--- src/rtl/core_pkg.sv ---
// rtl/core_pkg.sv - shared types and helpers for the multicycle core sequencer
package core_pkg;

  typedef enum logic [2:0] {
    IDLE    = 3'd0,
    FETCH   = 3'd1,
    DECODE  = 3'd2,
    EXECUTE = 3'd3,
    MEM     = 3'd4,
    WRITE   = 3'd5,
    HALT    = 3'd7
  } seq_state_t;

  typedef enum logic [1:0] {
    TRAP_NONE     = 2'd0,
    TRAP_ILLEGAL  = 2'd1,
    TRAP_FETCH_TO = 2'd2,
    TRAP_MEM_TO   = 2'd3
  } trap_cause_t;

  // States that wait on a memory VALID and are therefore guarded by the timer
  function automatic logic is_wait_state(input seq_state_t s);
    return (s == FETCH) || (s == MEM);
  endfunction

endpackage

--- src/rtl/wait_timer.sv ---
// rtl/wait_timer.sv - loadable up-counter flagging the last allowed wait cycle
module wait_timer #(
  parameter int LIMIT = 255,
  parameter int W     = $clog2(LIMIT + 1)
) (
  input  logic         clk,
  input  logic         rst,
  input  logic         clr,
  input  logic         en,
  input  logic         load,
  input  logic [W-1:0] load_val,
  output logic         expired
);

  logic [W-1:0] count;

  // Clear has priority over load, load over increment
  always_ff @(posedge clk or posedge rst) begin
    if (rst) begin
      count <= '0;
    end else if (clr) begin
      count <= '0;
    end else if (load) begin
      count <= load_val;
    end else if (en) begin
      count <= count + W'(1);
    end
  end

  // LIMIT-1 idle cycles already counted: this cycle is the last one allowed
  assign expired = (count == W'(LIMIT - 1));

endmodule

--- src/rtl/core_sequencer.sv ---
// rtl/core_sequencer.sv - fetch/decode/execute/mem/write control FSM with trap and retire count
module core_sequencer
  import core_pkg::*;
#(
  parameter int TIMEOUT   = 255,
  parameter int INSTRET_W = 32
) (
  input  logic                 CLK,
  input  logic                 RST,
  input  logic                 RUN,
  output logic                 IMEM_REQ,
  input  logic                 IMEM_VALID,
  output logic                 INST_LATCH,
  output logic                 DEC_EN,
  input  logic                 ILLEGAL,
  input  logic                 IS_LOAD,
  input  logic                 IS_STORE,
  input  logic                 WB_EN,
  output logic                 EXE_START,
  input  logic                 EXE_DONE,
  output logic                 DMEM_REQ,
  output logic                 DMEM_WE,
  input  logic                 DMEM_VALID,
  output logic                 RF_WE,
  output logic                 PC_WE,
  output logic                 TRAP,
  output logic [1:0]           TRAP_CAUSE,
  output logic [2:0]           STATE,
  output logic [INSTRET_W-1:0] INSTRET
);

  localparam int TW = $clog2(TIMEOUT + 1);

  seq_state_t           state, state_n;
  trap_cause_t          cause_q, cause_n;
  logic                 first_q;
  logic                 is_load_q, is_store_q, wb_en_q;
  logic                 latch_flags;
  logic                 tmr_clr, tmr_en, tmr_expired;
  logic [INSTRET_W-1:0] instret_q;

  // The timer sits at zero outside FETCH/MEM, so it always starts clean on entry
  assign tmr_clr = !is_wait_state(state);
  assign tmr_en  = ((state == FETCH) && !IMEM_VALID) || ((state == MEM) && !DMEM_VALID);

  wait_timer #(
    .LIMIT (TIMEOUT),
    .W     (TW)
  ) u_wait_timer (
    .clk      (CLK),
    .rst      (RST),
    .clr      (tmr_clr),
    .en       (tmr_en),
    .load     (1'b0),
    .load_val ('0),
    .expired  (tmr_expired)
  );

  // State register plus a marker that is high in the first cycle of each state
  always_ff @(posedge CLK or posedge RST) begin
    if (RST) begin
      state   <= IDLE;
      first_q <= 1'b0;
    end else begin
      state   <= state_n;
      first_q <= (state_n != state);
    end
  end

  // Decoder flags, trap cause and retired-instruction counter
  always_ff @(posedge CLK or posedge RST) begin
    if (RST) begin
      is_load_q  <= 1'b0;
      is_store_q <= 1'b0;
      wb_en_q    <= 1'b0;
      cause_q    <= TRAP_NONE;
      instret_q  <= '0;
    end else begin
      if (latch_flags) begin
        is_load_q  <= IS_LOAD;
        is_store_q <= IS_STORE;
        wb_en_q    <= WB_EN;
      end
      cause_q <= cause_n;
      if (state == WRITE) begin
        instret_q <= instret_q + INSTRET_W'(1);
      end
    end
  end

  // Next-state logic and Moore strobes decoded from state and latched flags only
  always_comb begin
    state_n     = state;
    cause_n     = cause_q;
    latch_flags = 1'b0;
    IMEM_REQ    = 1'b0;
    INST_LATCH  = 1'b0;
    DEC_EN      = 1'b0;
    EXE_START   = 1'b0;
    DMEM_REQ    = 1'b0;
    DMEM_WE     = 1'b0;
    RF_WE       = 1'b0;
    PC_WE       = 1'b0;
    TRAP        = 1'b0;
    case (state)
      IDLE: begin
        if (RUN) state_n = FETCH;
      end
      FETCH: begin
        IMEM_REQ = 1'b1;
        if (IMEM_VALID) begin
          state_n = DECODE;
        end else if (tmr_expired) begin
          state_n = HALT;
          cause_n = TRAP_FETCH_TO;
        end
      end
      DECODE: begin
        if (first_q) begin
          INST_LATCH = 1'b1;
        end else begin
          DEC_EN = 1'b1;
          if (ILLEGAL || (IS_LOAD && IS_STORE)) begin
            state_n = HALT;
            cause_n = TRAP_ILLEGAL;
          end else begin
            latch_flags = 1'b1;
            state_n     = EXECUTE;
          end
        end
      end
      EXECUTE: begin
        EXE_START = first_q;
        if (EXE_DONE) state_n = (is_load_q || is_store_q) ? MEM : WRITE;
      end
      MEM: begin
        DMEM_REQ = 1'b1;
        DMEM_WE  = is_store_q;
        if (DMEM_VALID) begin
          state_n = WRITE;
        end else if (tmr_expired) begin
          state_n = HALT;
          cause_n = TRAP_MEM_TO;
        end
      end
      WRITE: begin
        PC_WE   = 1'b1;
        RF_WE   = wb_en_q && !is_store_q;
        state_n = RUN ? FETCH : IDLE;
      end
      HALT: begin
        TRAP = 1'b1;
      end
      default: begin
        state_n = IDLE;
      end
    endcase
  end

  assign TRAP_CAUSE = cause_q;
  assign STATE      = state;
  assign INSTRET    = instret_q;

endmodule
--- config.mk ---
export PLATFORM = sky130hd
export DESIGN_NAME = core_sequencer
export DESIGN_NICKNAME = d
export VERILOG_FILES = /design/src/rtl/core_pkg.sv /design/src/rtl/wait_timer.sv /design/src/rtl/core_sequencer.sv
export SDC_FILE = /design/constraint.sdc
export NUM_CORES = 1
export LEC_CHECK = 0
export CELL_PAD_IN_SITES_DETAIL_PLACEMENT = 0
export CELL_PAD_IN_SITES_GLOBAL_PLACEMENT = 2
export CORE_MARGIN = 4
export CORE_UTILIZATION = 31
export DETAILED_ROUTE_END_ITERATION = 8
export PLACE_DENSITY = 0.85
export SYNTH_ARGS = -nofsm -noshare
export SYNTH_HDL_FRONTEND = slang
export SYNTH_SLANG_ARGS = --single-unit
--- constraint.sdc ---
create_clock -name CLK -period 2.95 [get_ports CLK]
set_input_delay 0.59 -clock CLK [delete_from_list [all_inputs] [get_ports CLK]]
set_output_delay 0.59 -clock CLK [all_outputs]
set_load 0.02 [all_outputs]
==> out/summary.txt <==
Crit Path Max Fanout: 8
Antenna violations before repair: 0
Unrepaired setup endpoints after global routing: no
Core area: 7810 sq um
#FFs+latches synth: 49
Final slew viol count: 0
Setup TNS: 0 ns
Share of cells above drive strength 1: 0.0918
FMAX: 378 MHz
Final worst path period share: 0.897
Clock Latency Late Sink: 0.30 ns
PwrDens: 620 nW/um^2
Status: completed
Top-count cell post-synth: dfrtp_1
Endpoint class of the critical path: primary output
GPL Wtd Cong: 0.789
Cells after DPL: 399
Remaining DRCs: 0
Fin nets: 317
Critical path's largest stage delay: 0.60 ns
Static Leak: 1.40 nW
H-Tree Depth: 2
Slew HR: 0.613
Ys async rst share: 1.00
Post-synth EDFFs: 0
Largest net degree at the start of global routing: 28
CTS tree: built
PostCTS Resize Cnt: 0
Post CTS Setup Buffer Count: 0
Final setup vio count: 0
Root Driver: clkbuf_8
# rows: 32
Vias in the first global route: 1921
Top cells by area, synth: dfrtp_1 49%, xor2_1 6.6%, xnor2_1 6.2%, nand2_1 3.9%, nor2_1 3.0%
Commonest register cell after synthesis: dfrtp_1
Peak supply drop: 0.320 mV
Fin cells: 407
Final hold vios: 0
P_int: 1.29 mW
Combinational share of power: 0.386
Initial DRT Pass Iterations: 4
Synth Warn #: 0
Tightest Pin Transition: 0.579 ns
Placement Setup Slack: 0.493 ns
Max clock buf depth: 2
Flop2flop setup slack: 0.80 ns
Initial DRC Count: 53
Area share of the largest cell type after synthesis: 0.485
Unique masters post-synth: 44
GRT Residual Overflow: 0
Area of the multi-input gates: 1250 sq um
PnR worst setup slack: 0.304 ns
Seq/Total Area, Yosys: 0.485
Hpwl dp: 4.10 mm
Crit-path leading delay family: simple AND/OR/NAND/NOR gates
Sequential cell area: 1230 sq um
Clock Pin Slew Worst Setup and Hold Paths: 0.09 ns
Tmin final: 2.65 ns
Final wirelength: 5.39 mm
Die H: 98.3 um
Antenna viol nets, final: 0
Port Buffers: 55
P_sw: 0.759 mW
Area grow syn2layout: 30.9%
WP data required: 2.36 ns
Critical Path Source Type: register
Maxcap violations: 0
Diodes inserted: 0
CTS Buf Count: 5
Hold Crit Class: reg -> reg
Die width: 98.3 um
Cts hold-fix bufs: 0
Wire per inst: 13.2 um
WS Path Type: reg -> out
Top cells by count, synth: 49 x dfrtp_1, 26 x nand2_1, 20 x nor2_1, 19 x xor2_1, 18 x xnor2_1
Final clock skew: 0.00607 ns
Fill cells: 769
Syn Nets: 257
Post-layout util: 0.424
Sequential power share: 0.421
Global-route wire length before repair: 9.35 mm
Synth Cell Area: 2530 sq um
Total global-route track usage: 0.116
Avg Inst Size Synth: 10.4 sq um
Crit-path slowest cell: clkdlybuf4s50_1
Initial core utilization: 0.324
Post-synthesis cell count: 244
Die footprint: 9660 sq um
CP cell instances: nor3b_1 > and2_1 > clkdlybuf4s50_1
# clock sinks: 49
CP bufs+invs: 1
Synth area leader: dfrtp_1
IO Pins: 56
Sw Ratio: 0.370
Clock power frac: 0.193
Via total after detailed routing: 1914
Vias/cell: 4.70
Critical path arrival: 2.06 ns
[kinds of logic after synthesis]
| kind of cell | after synthesis | synth area share |
|---|---|---|
| fa+ha+maj | 3 | 0.0149 |
| mux | 5 | 0.0223 |
| simple gates | 110 | 0.250 |
| flops | 49 | 0.485 |
| xor+xnor | 37 | 0.128 |
| buf+inv | 13 | 0.0218 |
| compound gates | 27 | 0.0777 |
[path summary, 6_finish.rpt]
path / start / end / depth (start not counted)
min in group asynchronous: RST / INSTRET[25]$_DFFE_PP0N_ / 2
worst min register to register: INSTRET[31]$_DFFE_PP0N_ / INSTRET[31]$_DFFE_PP0N_ / 1
max in group asynchronous: RST / INSTRET[10]$_DFFE_PP0N_ / 3
worst max register to register: STATE[1]$_DFF_PP0_ / INSTRET[26]$_DFFE_PP0N_ / 6
worst min-delay path: INSTRET[31]$_DFFE_PP0N_ / INSTRET[31]$_DFFE_PP0N_ / 1
worst max-delay path: STATE[0]$_DFF_PP0_ / DMEM_WE / 3
[flip-flops by register name, indices dropped and copies added, names as in the netlist]
name,flops
is_store_q,1
first_q,1
is_load_q,1
wb_en_q,1
u_wait_timer.count,8
STATE,3
TRAP_CAUSE,2
INSTRET,32
[area by class of cell]
type	count	share of cell area
well taps	102	0.0386
clock buffers	6	0.0219
multi-input cells	182	0.377
clock inverters	2	0.00416
inverters	6	0.00681
flip-flops and latches	49	0.371
repair buffers	60	0.181
[through the flow]
stage | power, mW | hold slack [ns] | cell area, sq um
global route | 2.20 | 0.505 | 3310
floorplan | 1.38 | 0.471 | 2530
detailed placement | 1.67 | 0.461 | 3220
global placement | 1.68 | 0.459 | 3220
CTS | 2.08 | 0.478 | 3310
finish | 2.05 | 0.475 | 3310
[power groups by stage]
stage | logic (mW) | registers [mW] | clock network [mW]
final | 0.793 | 0.863 | 0.396
after floorplan | 0.480 | 0.902 | 0
after global placement | 0.802 | 0.873 | 0
after global routing | 0.876 | 0.882 | 0.441
after detailed placement | 0.798 | 0.877 | 0
after CTS | 0.801 | 0.866 | 0.418
[cell usage in the layout (no fill, tap or decap), drive strengths merged]
cell           netlist  final
nor2                20     20
ha                   3      3
nor4b                2      2
nand3b               1      1
nand4                7      7
nand2b               4      4
and3                 5      5
o21a                 4      4
o221ai               1      1
nor2b                7      7
inv                  6      7
a21o                 1      1
xnor2               18     18
or3b                 3      3
a31oi                1      1
o211a                1      1
clkdlybuf4s50        0     55
a31o                 2      2
or3                  1      1
buf                  3      5
xor2                19     19
a211oi               1      1
nor3b                5      5
nand2               26     26
a311oi               1      1
o2bb2ai              1      1
a21oi                5      5
and2                 3      3
clkbuf               4      6
clkinv               0      1
o21ai                5      5
nand3               15     15
nor3                 3      3
mux2                 5      5
dfrtp               49     49
and4                 8      8
o211ai               4      4
[routing by layer]
metal	global-route usage	routed length, um
met2	0.184	2620
met3	0.0229	175
met5	0	0
met4	0.0431	74
met1	0.158	2520
Power figures use the tool's default switching activity.
